===== src/rtl/nn_io_pkg.sv =====
// Shared types and helpers for the network stream I/O controller.
package nn_io_pkg;

   localparam int DATA_W_DEF = 8;

   typedef enum logic [1:0] {
      ST_FILL  = 2'd0,
      ST_RUN   = 2'd1,
      ST_DRAIN = 2'd2
   } state_e;

   // Address width that never collapses to zero bits for a depth of one.
   function automatic int clog2_min1(input int n);
      return (n > 1) ? $clog2(n) : 1;
   endfunction

endpackage


===== src/rtl/nn_buf_1r1w.sv =====
// One-write / one-registered-read buffer. Storage is not reset; only the read register is.
// A read of the address being written in the same cycle returns the new data.
module nn_buf_1r1w #(
   parameter int DEPTH  = 2,
   parameter int DATA_W = 8,
   parameter int AW     = 1
) (
   input  logic              clk,
   input  logic              rst,
   input  logic              we_i,
   input  logic [AW-1:0]     waddr_i,
   input  logic [DATA_W-1:0] wdata_i,
   input  logic              re_i,
   input  logic [AW-1:0]     raddr_i,
   output logic [DATA_W-1:0] rdata_o
);

   // Sized to the full address space so any address indexes cleanly; writes past DEPTH are dropped.
   logic [DATA_W-1:0] mem_q [2**AW];
   logic [DATA_W-1:0] rdata_q;
   logic              wr_ok;

   assign wr_ok   = we_i && (int'(waddr_i) < DEPTH);
   assign rdata_o = rdata_q;

   // Storage write.
   always_ff @(posedge clk) begin
      if (wr_ok) mem_q[waddr_i] <= wdata_i;
   end

   // Registered read with write-through forwarding.
   always_ff @(posedge clk) begin
      if (rst)                                rdata_q <= '0;
      else if (re_i && wr_ok && waddr_i == raddr_i) rdata_q <= wdata_i;
      else if (re_i)                          rdata_q <= mem_q[raddr_i];
   end

endmodule


===== src/rtl/nn_stream_io_ctrl.sv =====
// Fill / run / drain sequencer around a layered network core: gathers an input vector,
// hands it to the core with a level req/ack, then streams the result vector out.
module nn_stream_io_ctrl
   import nn_io_pkg::*;
#(
   parameter int DATA_W = DATA_W_DEF,
   parameter int N_IN   = 2,
   parameter int N_OUT  = 1,
   parameter int IA_W   = clog2_min1(N_IN),
   parameter int OA_W   = clog2_min1(N_OUT)
) (
   input  logic                     clk,
   input  logic                     rst,
   input  logic                     in_valid_i,
   input  logic signed [DATA_W-1:0] in_data_i,
   output logic                     in_ready_o,
   input  logic [IA_W-1:0]          ib_raddr_i,
   output logic signed [DATA_W-1:0] ib_rdata_o,
   output logic                     net_req_o,
   input  logic                     net_ack_i,
   input  logic                     res_we_i,
   input  logic [OA_W-1:0]          res_waddr_i,
   input  logic signed [DATA_W-1:0] res_wdata_i,
   output logic                     out_valid_o,
   output logic signed [DATA_W-1:0] out_data_o,
   output logic                     out_last_o,
   input  logic                     out_ready_i,
   output logic                     busy_o,
   output logic                     err_o,
   output logic [15:0]              n_done_o
);

   localparam logic [IA_W-1:0] WR_LAST = IA_W'(N_IN - 1);
   localparam logic [OA_W-1:0] RD_LAST = OA_W'(N_OUT - 1);

   state_e            state_q, state_d;
   logic [IA_W-1:0]   wr_ptr_q, wr_ptr_d;
   logic [OA_W-1:0]   rd_ptr_q, rd_ptr_d;
   logic              err_q, err_d;
   logic [15:0]       n_done_q, n_done_d;
   logic              in_fire, out_fire, rb_we, rb_re, res_in_range;

   assign in_fire      = in_valid_i && in_ready_o;
   assign out_fire     = out_valid_o && out_ready_i;
   assign res_in_range = int'(res_waddr_i) < N_OUT;
   assign rb_we        = res_we_i && (state_q == ST_RUN) && res_in_range;
   // Result buffer is read only toward DRAIN so out_data holds its last word otherwise.
   assign rb_re        = (state_d == ST_DRAIN);
   assign err_o        = err_q;
   assign n_done_o     = n_done_q;

   nn_buf_1r1w #(.DEPTH(N_IN), .DATA_W(DATA_W), .AW(IA_W)) u_ibuf (
      .clk     (clk),
      .rst     (rst),
      .we_i    (in_fire),
      .waddr_i (wr_ptr_q),
      .wdata_i (in_data_i),
      .re_i    (1'b1),
      .raddr_i (ib_raddr_i),
      .rdata_o (ib_rdata_o)
   );

   // Read address runs one step ahead so out_data tracks rd_ptr_q with no bubble.
   nn_buf_1r1w #(.DEPTH(N_OUT), .DATA_W(DATA_W), .AW(OA_W)) u_rbuf (
      .clk     (clk),
      .rst     (rst),
      .we_i    (rb_we),
      .waddr_i (res_waddr_i),
      .wdata_i (res_wdata_i),
      .re_i    (rb_re),
      .raddr_i (rd_ptr_d),
      .rdata_o (out_data_o)
   );

   // State, pointers and counters.
   always_ff @(posedge clk) begin
      if (rst) begin
         state_q  <= ST_FILL;
         wr_ptr_q <= '0;
         rd_ptr_q <= '0;
         err_q    <= 1'b0;
         n_done_q <= '0;
      end else begin
         state_q  <= state_d;
         wr_ptr_q <= wr_ptr_d;
         rd_ptr_q <= rd_ptr_d;
         err_q    <= err_d;
         n_done_q <= n_done_d;
      end
   end

   // Next-state: sequence the vector through fill, core run and drain.
   always_comb begin
      state_d  = state_q;
      wr_ptr_d = wr_ptr_q;
      rd_ptr_d = rd_ptr_q;
      n_done_d = n_done_q;
      err_d    = err_q;
      unique case (state_q)
         ST_FILL: if (in_fire) begin
            if (wr_ptr_q == WR_LAST) begin
               wr_ptr_d = '0;
               state_d  = ST_RUN;
            end else begin
               wr_ptr_d = wr_ptr_q + 1'b1;
            end
         end
         ST_RUN: if (net_ack_i) state_d = ST_DRAIN;
         ST_DRAIN: if (out_fire) begin
            if (rd_ptr_q == RD_LAST) begin
               rd_ptr_d = '0;
               n_done_d = n_done_q + 16'd1;
               state_d  = ST_FILL;
            end else begin
               rd_ptr_d = rd_ptr_q + 1'b1;
            end
         end
         default: state_d = ST_FILL;
      endcase
      // Core writes outside RUN, out-of-range writes and stray acks are protocol errors.
      if (res_we_i && ((state_q != ST_RUN) || !res_in_range)) err_d = 1'b1;
      if (net_ack_i && (state_q != ST_RUN))                   err_d = 1'b1;
   end

   // Outputs decoded from the registered state.
   always_comb begin
      in_ready_o  = !rst && (state_q == ST_FILL);
      net_req_o   = (state_q == ST_RUN);
      out_valid_o = (state_q == ST_DRAIN);
      out_last_o  = (state_q == ST_DRAIN) && (rd_ptr_q == RD_LAST);
      busy_o      = (state_q == ST_RUN) || (state_q == ST_DRAIN);
   end

endmodule


===== config.mk =====
export PLATFORM = sky130hd
export DESIGN_NAME = nn_stream_io_ctrl
export DESIGN_NICKNAME = d
export VERILOG_FILES = /design/src/rtl/nn_io_pkg.sv /design/src/rtl/nn_buf_1r1w.sv /design/src/rtl/nn_stream_io_ctrl.sv
export SDC_FILE = /design/constraint.sdc
export NUM_CORES = 1
export LEC_CHECK = 0
export BUFFER_PORTS_ARGS = -buffer_cell sky130_fd_sc_hd__buf_4
export CORE_UTILIZATION = 50
export CTS_CLUSTER_DIAMETER = 150
export DETAILED_ROUTE_END_ITERATION = 10
export PLACE_DENSITY_LB_ADDON = 0.3
export SYNTH_ARGS = -nofsm -noshare
export SYNTH_HDL_FRONTEND = slang
export SYNTH_SLANG_ARGS = --single-unit

===== constraint.sdc =====
create_clock -name clk -period 4.6 [get_ports clk]
set_input_delay 1.15 -clock clk [delete_from_list [all_inputs] [get_ports clk]]
set_output_delay 1.15 -clock clk [all_outputs]
set_load 0.1 [all_outputs]

==> results.sh, run 1 <==
export IMPL_dp_cells=376
export IMPL_wirelength_mm=5.27
export IMPL_slew_headroom_pct=24.6
export IMPL_cts_sinks=69
export IMPL_drtIter0Drc=89
export IMPL_ys_types=36
export IMPL_placed_area_um2=3380
export IMPL_clkLatencyLatePin_ns=0.33
export IMPL_critPathMaxFanout=35
export IMPL_synthTopCellsByArea="edfxtp_1, dfxtp_1, mux2i_1"
export IMPL_hold_path_class="reg -> reg"
export IMPL_path_clk_slew_ns=0.07
export IMPL_route_detailed_drc=0
export IMPL_synth_seq_area_share_pct=60.1
export IMPL_slew_violations=0
export IMPL_hpwl_mm=3.78
export IMPL_vias_per_cell=5.07
export IMPL_final_cell_mix="buf_4, dfxtp_1, nor2_1"
export IMPL_grt_pass1_vias=1932
export IMPL_rows=27
export IMPL_ir_drop_mv=0.248
export IMPL_worstPathRequired_ns=3.45
export IMPL_cts_htree_levels=3
export IMPL_final_common_cell="buf_4"
export IMPL_cts_resized=0
export IMPL_whs_path_depth=1
export IMPL_cts_setup_buffers=0
export IMPL_grt_overflow_total=0
export IMPL_cts_root_buf="clkbuf_8"
export IMPL_synthDominantCellAreaShare_pct=33.9
export IMPL_drive_above_1_share_pct=26.6
export IMPL_cts_hold_buf=0
export IMPL_utilization_pct=65.0
export IMPL_setup_viol=0
export IMPL_cts_made_buffers=9
export IMPL_min_to="u_rbuf.rdata_o[4]"
export IMPL_grt_pass1_wl_mm=8.62
export IMPL_endpoint_kind="primary output"
export IMPL_io_pins=62
export IMPL_min_delay_start="u_rbuf.rdata_o[4]"
export IMPL_area_growth_pct=25.6
export IMPL_rrSetupSlack_ns=2.46
export IMPL_synthCells=243
export IMPL_p_leak_nw=1.46
export IMPL_cts_buffer_depth=2
export IMPL_drv_cap=0
export IMPL_crit_type="in -> out"
export IMPL_setup_tns_final_ns=0
export IMPL_coreArea_um2=5470
export IMPL_grt_max_degree=36
export IMPL_die_w_um=77.3
export IMPL_final_nets=344
export IMPL_detail_route_wl_per_cell_um=13.4
export IMPL_instances_no_fill=392
export IMPL_start_util_pct=51.7
export IMPL_antenna_left=0
export IMPL_r2r_start="state_q[1]"
export IMPL_worst_hold_slack_ns=0.503
export IMPL_io_buffers=61
export IMPL_ys_ff_latch=69
export IMPL_status="completed"
export IMPL_cellPowerDensity_nw_per_um2=367
export IMPL_max_freq_mhz=337
export IMPL_die_h_um=77.3
export IMPL_start_kind="input port"
export IMPL_track_usage_pct=19.0
export IMPL_reg2reg_depth=4
export IMPL_r2r_end="u_ibuf.mem_q[0][2]"
export IMPL_cts_tree="built"
export IMPL_drt_pass1_iterations=4
export IMPL_yosysWarnings=0
export IMPL_rsz0062_at_grt="false"
export IMPL_fin_ws_ns=1.63
export IMPL_vias=1987
export IMPL_synth_largest_area_cell="edfxtp_1"
export IMPL_dp_slack_ns=1.62
export IMPL_die_area_um2=5970
export IMPL_p_total_mw=1.30
export IMPL_design_area_um2=3560
export IMPL_place_gp_congestion=0.788
export IMPL_skew_ns=0.00583
export IMPL_n_antenna_cell=0
export IMPL_worstPathArrival_ns=1.82
export IMPL_fin_crit_sh_pct=64.6
export IMPL_antenna_found_initial=0
export IMPL_max_slew_worst_pin_slew_ns=1.12
export IMPL_period_needed_ns=2.97
export IMPL_hold_viol=0
export IMPL_synth_avg_cell_area_um2=11.7
export IMPL_syn_area_um2=2830
-- layout make-up --
cell class                 instances  area (µm²)
sequential                        69        1700
timing repair buffer              62         465
clock buffer                      15         176
clock inverter                     1        5.00
fill                             449        1920
tap                               72        90.1
multi-input combinational        165        1090
inverter                           8        30.0
-- metal layers --
| layer | vias to the layer above | part of all wire [%] | global-route usage [%] |
|---|---|---|---|
| met5 | - | 0 | 0 |
| met4 | 0 | 1.6 | 8.11 |
| met3 | 9 | 5.6 | 7.02 |
| met2 | 54 | 50 | 32.1 |
| met1 | 933 | 42 | 21.5 |
| li1 | 991 | - | - |
-- report_power, final --
group	switching (mW)	internal [mW]	total [mW]
Clock	0.205	0.240	0.445
Combinational	0.133	0.0472	0.181
Sequential	0.0100	0.668	0.678
Total	0.349	0.955	1.30
-- state kept, by name, indices dropped and copies added, names as in the netlist --
register	cells
wr_ptr_q	1
u_rbuf.rdata_o	8
err_o	1
u_ibuf.mem_q	16
rd_ptr_q	1
u_rbuf.mem_q	16
state_q	2
u_ibuf.rdata_o	8
n_done_o	16
-- worst max path at each step --
stage                     startpoint         end  slack (ns)  cells after the start
final                            rst  in_ready_o        1.63                      3
after floorplan                  rst  in_ready_o        0.61                      3
after global placement           rst  in_ready_o        1.62                      3
after CTS                        rst  in_ready_o        1.62                      3
after detailed placement         rst  in_ready_o        1.62                      3
after global routing             rst  in_ready_o        1.59                      3
-- critical path: stages --
cell	delay (ns)
buf_4	0.23
nor2b_1	0.14
buf_4	0.29
-- synthesized netlist by cell type --
library cell	n
a21boi_0	1
a21oi_1	13
a221oi_2	1
a22o_1	8
and2_1	1
and3_1	1
and3_4	1
and4_2	1
and4b_1	2
buf_2	3
buf_4	1
clkbuf_1	4
conb_1	1
dfxtp_1	37
edfxtp_1	32
ha_1	5
inv_1	8
mux2i_1	16
nand2_1	15
nand2b_1	1
nand3_1	9
nand3b_1	2
nand4_1	1
nand4_4	2
nor2_1	35
nor2_2	1
nor2b_1	2
nor3_1	5
nor3_2	1
nor4_1	1
nor4_4	2
o21ai_0	12
o31a_4	1
or3_1	3
xnor2_1	6
xor2_1	8
-- logic make-up (layout without fill, tap and decap cells) --
kind of cell               after synthesis  after routing  synth area share, %
muxes                                   16             16                 5.66
buffers and inverters                   16             86                 2.39
and+or+nand+nor                         86             86                 16.9
AOI/OAI and AO/OA                       36             36                 8.31
DFF                                     69             69                 60.1
adders and majority gates                5              5                 2.21
xor gates and xnor gates                14             14                 4.33
other                                    1              8                0.132
(Power assumes the default switching activity.)
==> run 2: changes to the inputs <==
--- a/config.mk
+++ b/config.mk
@@ -6,7 +6,7 @@
 export NUM_CORES = 1
 export LEC_CHECK = 0
 export BUFFER_PORTS_ARGS = -buffer_cell sky130_fd_sc_hd__buf_4
-export CORE_UTILIZATION = 50
+export CORE_UTILIZATION = 48
 export CTS_CLUSTER_DIAMETER = 150
 export DETAILED_ROUTE_END_ITERATION = 10
 export PLACE_DENSITY_LB_ADDON = 0.3
==> constraint.sdc (replaced) <==
create_clock -name clk -period 2.7 [get_ports clk]
set_input_delay 0.675 -clock clk [delete_from_list [all_inputs] [get_ports clk]]
set_output_delay 0.675 -clock clk [all_outputs]
set_load 0.1 [all_outputs]
==> run 2 against run 1 <==
Combinational power increased by 75%. Final cell count is 1.0% higher. Die area up 4.1%. Sequential share of layout area fell by 0.96 points. Worst hold slack improved by 0.0020 ns. Non-clock buffer count rose by 4. Wire length up 1.8%. Clock power up 100%. Clock-buffer cell count shrank 6. Register-to-register slack got worse by 1.9 ns. Clock skew about the same. Critical endpoint is now out_last_o. Largest cell class unchanged. Largest power group unchanged. Highest routed layer unchanged.
==> results.sh, run 2 (synthesis results as in run 1) <==
export IMPL_cellPowerDensity_nw_per_um2=652
export IMPL_hold_viol=0
export IMPL_die_area_um2=6210
export IMPL_worst_hold_slack_ns=0.505
export IMPL_fin_ws_ns=0.387
export IMPL_grt_overflow_total=0
export IMPL_crit_type="reg -> out"
export IMPL_nFillCells=462
export IMPL_clkLatencyLatePin_ns=0.34
export IMPL_cts_root_buf="clkbuf_8"
export IMPL_drv_cap=0
export IMPL_antenna_left=0
export IMPL_io_pins=62
export IMPL_slew_headroom_pct=52.5
export IMPL_instances_no_fill=396
export IMPL_p_leak_nw=1.50
export IMPL_grt_pass1_wl_mm=8.86
export IMPL_cts_resized=0
export IMPL_min_delay_start="err_o"
export IMPL_track_usage_pct=19.4
export IMPL_cts_hold_buf=0
export IMPL_detail_route_wl_per_cell_um=13.5
export IMPL_design_area_um2=3630
export IMPL_vias_per_cell=5.01
export IMPL_dp_cells=380
export IMPL_max_slew_worst_pin_slew_ns=0.710
export IMPL_ir_drop_mv=0.431
export IMPL_io_buffers=61
export IMPL_route_detailed_drc=0
export IMPL_setup_viol=0
export IMPL_drive_above_1_share_pct=28.7
export IMPL_rrSetupSlack_ns=0.57
export IMPL_antenna_found_initial=0
export IMPL_place_gp_congestion=0.764
export IMPL_critPathMaxFanout=6
export IMPL_rows=27
export IMPL_cts_buffer_depth=2
export IMPL_n_antenna_cell=0
export IMPL_min_to="err_o"
export IMPL_hold_path_class="reg -> reg"
export IMPL_die_h_um=78.8
export IMPL_cts_setup_buffers=0
export IMPL_utilization_pct=64.7
export IMPL_worstPathArrival_ns=1.64
export IMPL_reg2reg_depth=7
export IMPL_die_w_um=78.8
export IMPL_dp_slack_ns=0.508
export IMPL_cts_tree="built"
export IMPL_vias=1984
export IMPL_placed_area_um2=3420
export IMPL_skew_ns=0.00582
export IMPL_area_growth_pct=28.2
export IMPL_status="completed"
export IMPL_wirelength_mm=5.36
export IMPL_drt_pass1_iterations=4
export IMPL_hpwl_mm=3.78
export IMPL_cts_made_buffers=9
export IMPL_final_nets=348
export IMPL_r2r_end="u_rbuf.rdata_o[1]"
export IMPL_coreArea_um2=5610
export IMPL_rsz0062_at_grt="false"
export IMPL_final_common_cell="buf_4"
export IMPL_grt_pass1_vias=1921
export IMPL_max_freq_mhz=432
export IMPL_cts_sinks=69
export IMPL_p_total_mw=2.37
export IMPL_slew_violations=0
export IMPL_final_cell_mix="buf_4, dfxtp_1, nor2_1"
export IMPL_whs_path_depth=2
export IMPL_start_util_pct=50.5
export IMPL_period_needed_ns=2.31
export IMPL_setup_tns_final_ns=0
export IMPL_grt_max_degree=27
export IMPL_r2r_start="state_q[1]"
export IMPL_worstPathRequired_ns=2.03
export IMPL_start_kind="register"
export IMPL_fin_crit_sh_pct=85.7
export IMPL_path_clk_slew_ns=0.07
export IMPL_cts_htree_levels=3
export IMPL_endpoint_kind="primary output"
export IMPL_drtIter0Drc=99
-- run 2: changes by cell type in the layout (fill, tap and decap cells not counted), moves of 2 or more --
| cell | before | now |
|---|---|---|
| clkbuf_1 | 3 | 0 |
| clkbuf_8 | 12 | 9 |
| bufinv_16 | 0 | 2 |
| buf_4 | 62 | 66 |
| nor2b_1 | 2 | 0 |
-- run 2: layout make-up --
type | instances | area, µm² | share of cell area, %
tap | 72 | 90.1 | 2.48
timing repair buffer | 66 | 495 | 13.7
inverter | 8 | 30.0 | 0.827
clock buffer | 9 | 124 | 3.41
multi-input combinational | 165 | 1100 | 30.3
sequential | 69 | 1700 | 46.9
clock inverter | 7 | 90.1 | 2.48
-- run 2: routing by layer --
metal  track usage, %  routed length (µm)
met1             22.7                2350
met2             31.6                2600
met3             6.78                 297
met4             9.44                 116
met5                0                   0
-- run 2: worst max-delay path by stage --
stage | startpoint | endpoint | slack, ns | cells past startpoint
6_report | state_q[1] | out_last_o | 0.39 | 3
5_1_grt | state_q[1] | out_last_o | 0.28 | 3
4_1_cts | state_q[1] | out_last_o | 0.37 | 3
3_5_place_dp | res_waddr_i | u_rbuf.rdata_o[1] | 0.51 | 5
3_3_place_gp | rst | in_ready_o | 0.55 | 4
2_1_floorplan | state_q[0] | out_last_o | 0.03 | 3
-- run 2: power by group --
| group | total (mW) | internal (mW) | leakage (nW) | switching [mW] |
|---|---|---|---|---|
| Combinational | 0.317 | 0.0868 | 0.795 | 0.230 |
| Sequential | 1.15 | 1.14 | 0.598 | 0.0159 |
| Clock | 0.898 | 0.514 | 0.107 | 0.383 |
| Total | 2.37 | 1.74 | 1.50 | 0.629 |
-- run 2: critical path, stage by stage, from the launching register on --
cell and delay, ns:
dfxtp_1 0.43, ha_1 0.33, nor2b_4 0.23, buf_4 0.31
